`src/rtl/dlx_decode_stage.sv`:
```
// dlx_decode_stage: handshaked DLX decode stage with output register, load-use interlock,
// flush and illegal-opcode detection.
module dlx_decode_stage #(
    parameter int         XLEN      = 32,
    parameter bit         HAZARD_EN = 1'b1,
    parameter logic [4:0] LINK_REG  = 5'd31
) (
    input  logic            clk,
    input  logic            reset_n,
    input  logic            flush,
    input  logic            in_valid,
    output logic            in_ready,
    input  logic [31:0]     in_instr,
    input  logic [XLEN-1:0] in_pc,
    output logic            out_valid,
    input  logic            out_ready,
    output logic [XLEN-1:0] out_pc,
    output logic            d_write_enable,
    output logic            d_load_enable,
    output logic            rf_write_enable,
    output logic            Iv_alu,
    output logic            Pc_alu,
    output logic [1:0]      Pc_cmd,
    output logic [3:0]      I,
    output logic [4:0]      Rs1,
    output logic [4:0]      Rs2,
    output logic [4:0]      Rd,
    output logic [XLEN-1:0] Iv,
    output logic            illegal
);
    typedef struct packed {
        logic            dwe;
        logic            dle;
        logic            rfwe;
        logic            iv_alu;
        logic            pc_alu;
        logic [1:0]      pc_cmd;
        logic [3:0]      alu;
        logic [4:0]      rs1;
        logic [4:0]      rs2;
        logic [4:0]      rd;
        logic [XLEN-1:0] iv;
        logic            illegal;
    } ctl_t;

    ctl_t            ctl_d, ctl_q;
    logic            valid_d, valid_q, hazard, accept, wr, ok;
    logic [XLEN-1:0] pc_q, sext16, zext16, sext26, lhi;
    logic [5:0]      op, fn;

    assign op     = in_instr[31:26];
    assign fn     = in_instr[5:0];
    assign sext16 = XLEN'($signed(in_instr[15:0]));
    assign zext16 = XLEN'(in_instr[15:0]);
    assign sext26 = XLEN'($signed(in_instr[25:0]));
    assign lhi    = XLEN'({in_instr[15:0], 16'h0000});

    // Defaults describe a plain I-type op; each opcode overrides what differs.
    always_comb begin
        ctl_d        = '0;
        wr           = 1'b0;
        ok           = 1'b1;
        ctl_d.rs1    = in_instr[25:21];
        ctl_d.rd     = in_instr[20:16];
        ctl_d.iv     = sext16;
        ctl_d.iv_alu = 1'b1;
        case (op)
            6'h00: begin
                ctl_d.rs2    = in_instr[20:16];
                ctl_d.rd     = in_instr[15:11];
                ctl_d.iv     = '0;
                ctl_d.iv_alu = 1'b0;
                wr           = 1'b1;
                case (fn)
                    6'h20: ctl_d.alu = 4'd0;
                    6'h22: ctl_d.alu = 4'd1;
                    6'h24: ctl_d.alu = 4'd2;
                    6'h25: ctl_d.alu = 4'd3;
                    6'h26: ctl_d.alu = 4'd4;
                    6'h04: ctl_d.alu = 4'd5;
                    6'h06: ctl_d.alu = 4'd6;
                    6'h07: ctl_d.alu = 4'd7;
                    6'h2A: ctl_d.alu = 4'd8;
                    default: ok = 1'b0;
                endcase
            end
            6'h08: wr = 1'b1;
            6'h0C, 6'h0D, 6'h0E: begin
                ctl_d.alu = (op == 6'h0C) ? 4'd2 : (op == 6'h0D) ? 4'd3 : 4'd4;
                ctl_d.iv  = zext16;
                wr        = 1'b1;
            end
            6'h0F: begin
                ctl_d.alu = 4'd9;
                ctl_d.iv  = lhi;
                ctl_d.rs1 = '0;
                wr        = 1'b1;
            end
            6'h23: begin
                ctl_d.dle = 1'b1;
                wr        = 1'b1;
            end
            6'h2B: begin
                ctl_d.dwe = 1'b1;
                ctl_d.rs2 = in_instr[20:16];
                ctl_d.rd  = '0;
            end
            6'h04, 6'h05: begin
                ctl_d.pc_cmd = (op == 6'h04) ? 2'd1 : 2'd2;
                ctl_d.rd     = '0;
            end
            6'h12, 6'h13: begin
                ctl_d.pc_cmd = 2'd3;
                ctl_d.pc_alu = 1'b1;
                ctl_d.rd     = (op == 6'h13) ? LINK_REG : 5'd0;
                wr           = (op == 6'h13);
            end
            6'h02, 6'h03: begin
                ctl_d.pc_cmd = 2'd3;
                ctl_d.rs1    = '0;
                ctl_d.iv     = sext26;
                ctl_d.rd     = (op == 6'h03) ? LINK_REG : 5'd0;
                wr           = (op == 6'h03);
            end
            default: ok = 1'b0;
        endcase
        ctl_d.rfwe = wr && (ctl_d.rd != 5'd0);
        if (!ok) begin
            ctl_d         = '0;
            ctl_d.illegal = 1'b1;
        end
    end

    // Unused source fields decode to 0, so a nonzero load Rd never matches them.
    assign hazard   = HAZARD_EN && valid_q && ctl_q.dle && (ctl_q.rd != 5'd0) &&
                      ((ctl_d.rs1 == ctl_q.rd) || (ctl_d.rs2 == ctl_q.rd));
    assign in_ready = reset_n && !flush && !hazard && (!valid_q || out_ready);
    assign accept   = in_valid && in_ready;
    assign valid_d  = accept || (valid_q && !out_ready && !flush);

    always_ff @(posedge clk or negedge reset_n) begin
        if (!reset_n) begin
            valid_q <= 1'b0;
            ctl_q   <= '0;
            pc_q    <= '0;
        end else begin
            valid_q <= valid_d;
            if (accept) begin
                ctl_q <= ctl_d;
                pc_q  <= in_pc;
            end
        end
    end

    assign out_valid       = valid_q;
    assign out_pc          = pc_q;
    assign d_write_enable  = ctl_q.dwe;
    assign d_load_enable   = ctl_q.dle;
    assign rf_write_enable = ctl_q.rfwe;
    assign Iv_alu          = ctl_q.iv_alu;
    assign Pc_alu          = ctl_q.pc_alu;
    assign Pc_cmd          = ctl_q.pc_cmd;
    assign I               = ctl_q.alu;
    assign Rs1             = ctl_q.rs1;
    assign Rs2             = ctl_q.rs2;
    assign Rd              = ctl_q.rd;
    assign Iv              = ctl_q.iv;
    assign illegal         = ctl_q.illegal;
endmodule

```
`config.mk`:
```
export PLATFORM = sky130hd
export DESIGN_NAME = dlx_decode_stage
export DESIGN_NICKNAME = d
export VERILOG_FILES = /design/src/rtl/dlx_decode_stage.sv
export SDC_FILE = /design/constraint.sdc
export NUM_CORES = 1
export LEC_CHECK = 0
export BUFFER_PORTS_ARGS = -buffer_cell sky130_fd_sc_hd__clkbuf_2
export CAP_MARGIN = 40
export CORE_ASPECT_RATIO = 1.25
export CORE_MARGIN = 2
export CORE_UTILIZATION = 51
export CTS_CLUSTER_DIAMETER = 80
export CTS_CLUSTER_SIZE = 10
export DETAILED_ROUTE_END_ITERATION = 6
export GPL_TIMING_DRIVEN = 0
export PLACE_DENSITY = 0.81
export SYNTH_ARGS = -nofsm -noshare
export SYNTH_HDL_FRONTEND = slang
export SYNTH_SLANG_ARGS = --single-unit
```
`constraint.sdc`:
```
create_clock -name clk -period 3.15 [get_ports clk]
set_input_delay 0.4725 -clock clk [delete_from_list [all_inputs] [get_ports clk]]
set_output_delay 0.4725 -clock clk [all_outputs]
set_load 0.03 [all_outputs]
```
# Word-level counts from Yosys, hierarchy flattened
# Index checks and enable logic that the tools add are counted.
# W data, S select, Z words.
# word_totals
latch_bits,0
output_inout_bits,93
reg_bits,92
mem_count,0
elab_cells,89
mem_bits_ro,0
ram_bits,0
input_bits,69
# classes
muxes,20
bitwise_logic,0
n_eq_ne,24
n_lt_le_gt_ge,0
n_shift,0
div_mod_pow,0
n_addsub,0
n_mul,0
n_reduce_logical,31
# ops
cell,count
$pmux W32 S4,1
$mux W59,1
$eq A6 B6 Y1 const B,8
$pmux W4 S8,1
$eq A6 B3 Y1 const B,5
$eq A6 B4 Y1 const B,5
$mux W5,4
$pmux W5 S4,1
$reduce_or A13 Y1,1
$eq A6 B2 Y1 const B,2
$eq A6 B5 Y1 const B,2
$pmux W4 S3,1
$eq A5 B5 Y1,2
$logic_and A1 B1 Y1,10
$reduce_bool A5 Y1,2
$reduce_or A3 Y1,3
$reduce_or A9 Y1,1
$reduce_or A2 Y1,4
$reduce_or A7 Y1,1
$logic_not A6 Y1,1
$mux W3,2
$mux W1,5
$logic_not A1 Y1,4
$pmux W2 S2,1
other kinds (5),7

# Logic depth before layout (Yosys ltp)
# depth
depth_word,14
ltp_mapped,12
ltp_nobuf,8

# Worst setup path before layout
# No wires, ideal clock.
# synth_timing
path_kind,input -> output
from,in in_instr[26]
to,out in_ready
required_time_ps,2677
setup_slack_ps,-201
path_stages,10
path_buffers,2
arrival_ps,2878
path_cell_list,buf_2 nor4_4 nand3b_2 a21oi_4 o21ba_1 buf_4 a211oi_1 o22ai_1 a21oi_1 nor4bb_1
# synth_between
elab_chain_cells,10
word_cells_on_any_way,28
cone_classes,eq/ne: 15; mux: 4; reduce/logical: 9
# synth_rtl
element,line_no,rtl
from (decl),13,"input logic [31:0] in_instr,"
"$eq A6 B4 Y1, or another cell as far along",67,case (op)
"$reduce_or A13 Y1 (no source line), or another cell as far along",--,
$pmux W1 S2 / $mux W5 (equally long branches),67,
$mux W59 (*),128,if (!ok) begin
$eq A5 B5 Y1,136,((ctl_d.rs1 == ctl_q.rd) || (ctl_d.rs2 == ctl_q.rd));
$logic_or A1 B1 Y1 (*),136,
$logic_and A1 B1 Y1 (*),135,assign hazard = HAZARD_EN && valid_q && ctl_q.dle && (ctl_q.rd != 5'd0) &&
$logic_not A1 Y1 (*),137,assign in_ready = reset_n && !flush && !hazard && (!valid_q || out_ready);
$logic_and A1 B1 Y1 (*) (2 in a row),137,
to (decl),12,"output logic in_ready,"
# Every way passes the cells marked *; elsewhere a longest branch is shown, timed or not.

# Final worst setup path
# layout_timing
from,in in_instr[31]
to,out in_ready
# Same word-level chain as after synthesis.

==> impl_metrics.tcl <==
set metrics [dict create \
    root_buffer "clkbuf_16" \
    cp.arrival_ns 2.56 \
    place.gp.congestion 0.812 \
    synth_fp_nets 482 \
    status "finished clean" \
    yosys_warnings 0 \
    htreeDepth 3 \
    num-nets-final 655 \
    first_pass_iters 4 \
    yosys_most_used_dff "dfrtp_1" \
    drc_errors 0 \
    nFillCells 710 \
    setup_slack_ns 0.120 \
    worstPathMaxFanout 10 \
    area_growth_pct 28.5 \
    grt_pass1_wl_mm 19.2 \
    synth_edf_count 0 \
    relSlewSlack_pct 41.2 \
    critPathCaptureType "output port" \
    reg2reg_depth 7 \
    min_period_over_period_pct 96.2 \
    fp.dieArea_sq_um 10300 \
    final_hold_viol_count 0 \
    slew_violations 0 \
    via_per_inst 5.38 \
    setup-violations-final 0 \
    gr-usage-all-layers_pct 23.5 \
    fin_util_pct 67.7 \
    numCtsBuffers 9 \
    worst_pin_slew_ns 0.876 \
    ys_ff_latch 92 \
    antenna_left 0 \
    async_flop_share_pct 100 \
    post-route-min-period_ns 3.03 \
    die_x_um 91.1 \
    grt_max_degree 49 \
    synthDistinctLibCells 55 \
    dpl.hpwl_mm 8.82 \
    crit_type "input port to output port" \
    syn_inst 413 \
    place_ws_ns -0.163 \
    syn_area_sq_um 4830 \
    antenna_cells 0 \
    boundaryPins 162 \
    cts_tree "yes" \
    vias 3842 \
    place_inst 694 \
    power-per-cell-area_nw_per_um2 705 \
    worst_clock_skew_ns 0.00717 \
    clock_path_buffers 2 \
    drv_cap 0 \
    synth_seq_area_share_pct 47.7 \
    grt_pass1_vias 3814 \
    hold_path_class "input port to async pin" \
    wl_per_cell_um 16.7 \
    rows 39 \
    cts_sinks 92 \
    path_clk_slew_ns 0.06 \
    final_layout_size_suffix_gt1_share_pct 44.3 \
    die_y_um 113 \
    wirelength_mm 11.9 \
    r2r_slack_ns 0.75 \
    grt_antenna_before_repair 0 \
    core_area_sq_um 9170 \
    timing.fmax_ghz 0.330 \
    leakage_nw 3.08 \
    fin_tns_setup_ns 0 \
    overflow 0 \
    port_buffers 157 \
    drt_iter0_markers 176 \
    rr_endpoint "I[3]$_DFFE_PN0P_" \
    syn_area_per_cell_sq_um 11.7 \
    ir_drop_mv 0.481 \
    rsz0062_at_grt "false" \
    hold_buffers 0 \
    worstReg2RegStart "Rd[0]$_DFFE_PN0P_" \
    layoutNonFillerInstCount 714 \
    initial_core_util_pct 52.7 \
    clk_latency_ns 0.34 \
    cp_data_required_time_ns 2.68 \
    startpoint_type "input port" \
]
## layer usage
| metal | vias up | wire length [um] | GRT usage [%] |
|---|---|---|---|
| met5 | - | 0 | 0 |
| met2 | 167 | 5700 | 38.9 |
| li1 | 1811 | - | - |
| met4 | 0 | 325 | 10.8 |
| met3 | 24 | 794 | 3.73 |
| met1 | 1840 | 5070 | 30.7 |
## Yosys cell counts, drive strengths merged, types with 2 or more instances
cell type | instances | share of area, %
mux2i | 26 | 5.4
clkbuf | 6 | 0.47
or2 | 3 | 0.39
a211oi | 2 | 0.31
or3 | 3 | 0.39
a31oi | 3 | 0.39
buf | 18 | 2.9
nor4bb | 2 | 0.41
a21o | 2 | 0.31
nor4 | 3 | 0.70
and4 | 2 | 0.36
o32ai | 2 | 0.36
xnor2 | 5 | 0.91
a22oi | 2 | 0.31
nor2 | 25 | 1.9
o22ai | 5 | 0.65
nand2b | 3 | 0.39
nand3b | 3 | 0.54
inv | 37 | 2.9
nor2b | 2 | 0.26
and4b | 2 | 0.41
nor4b | 2 | 0.36
dfrtp | 92 | 48
o311ai | 2 | 0.36
nand3 | 4 | 0.52
o21ai | 7 | 0.73
nor3 | 7 | 0.83
nand2 | 34 | 2.6
a221oi | 15 | 2.7
and2 | 2 | 0.26
mux2 | 65 | 19
a21oi | 16 | 1.9
## through the flow
| stage | power, mW | area [sq um] | hold slack (ns) |
|---|---|---|---|
| floorplan | 2.71 | 4840 | 0.177 |
| global route | 4.57 | 6210 | 0.243 |
| finish | 4.38 | 6210 | 0.190 |
| CTS | 4.40 | 6160 | 0.211 |
| detailed placement | 3.19 | 5800 | 0.475 |
| global placement | 3.16 | 5780 | 0.467 |
## report_power, final
group	leakage, nW	internal, mW	switching, mW
Combinational	1.72	0.590	0.978
Sequential	1.19	1.45	0.160
Clock	0.169	0.757	0.440
Total	3.08	2.80	1.58
## what timing repair did
action | 4_1_cts | 5_1_grt
pin swaps | 0 | 5
resized for setup | 2 | 10
setup endpoints to repair | 1 | 1
setup buffers | 2 | 2
## logic make-up after synthesis
group	count (synthesis)	synth area share (%)
buffers and inverters	61	6.24
and+or+nand+nor	100	11.0
muxes	91	24.7
xor gates and xnor gates	5	0.906
AOI/OAI and AO/OA	64	9.56
DFF	92	47.7
## how the worst max path moves through the flow
stage | endpoint | startpoint | cells past startpoint | slack [ns]
finish | in_ready | in_instr[31] | 12 | 0.12
global route | in_ready | in_instr[31] | 12 | 0.00001
CTS | in_ready | in_instr[31] | 12 | 0.02
detailed placement | in_ready | in_instr[31] | 11 | -0.16
global placement | Iv[26]$_DFFE_PN0P_ | reset_n | 7 | -0.54
floorplan | in_ready | in_instr[26] | 10 | 0.09
## cells in the final DEF, fill, tap and decap left out, types with 4 or more instances in the layout
cell type / count
clkbuf_2: 155
dfrtp_1: 92
mux2_4: 53
inv_1: 37
nand2_1: 34
mux2i_1: 26
nor2_1: 23
a21oi_1: 15
a221oi_1: 15
mux2_1: 12
buf_4: 9
clkbuf_16: 9
buf_6: 7
buf_2: 6
nor3_1: 6
clkbuf_1: 6
xnor2_1: 5
o21ai_0: 5
o22ai_1: 4
## registers in the layout, summed over array words and instances (netlist names)
signal	flops
Pc_alu	1
Iv	32
d_load_enable	1
out_pc	32
rf_write_enable	1
out_valid	1
Rd	5
Rs2	5
d_write_enable	1
Rs1	5
Iv_alu	1
Pc_cmd	2
illegal	1
I	4
## final cells by class
class / count / area (sq um) / area share, %
flip-flops and latches: 92 / 2300 / 37.1
multi-input cells: 260 / 2270 / 36.6
repair buffers: 162 / 841 / 13.5
clock buffers: 12 / 267 / 4.29
plain buffers: 24 / 165 / 2.66
well taps: 123 / 154 / 2.48
inverters: 37 / 139 / 2.24
clock inverters: 4 / 70.1 / 1.13
## worst max-delay path: stages
cell      delay [ns]
clkbuf_2        0.12
buf_4           0.18
and3b_1         0.17
o21ai_2         0.16
o311ai_4        0.16
o21ba_1         0.20
buf_4           0.16
and4b_1         0.20
o22ai_2         0.14
a21oi_1         0.11
nor4bb_2        0.29
buf_4           0.20
(Power assumes the default switching activity.)
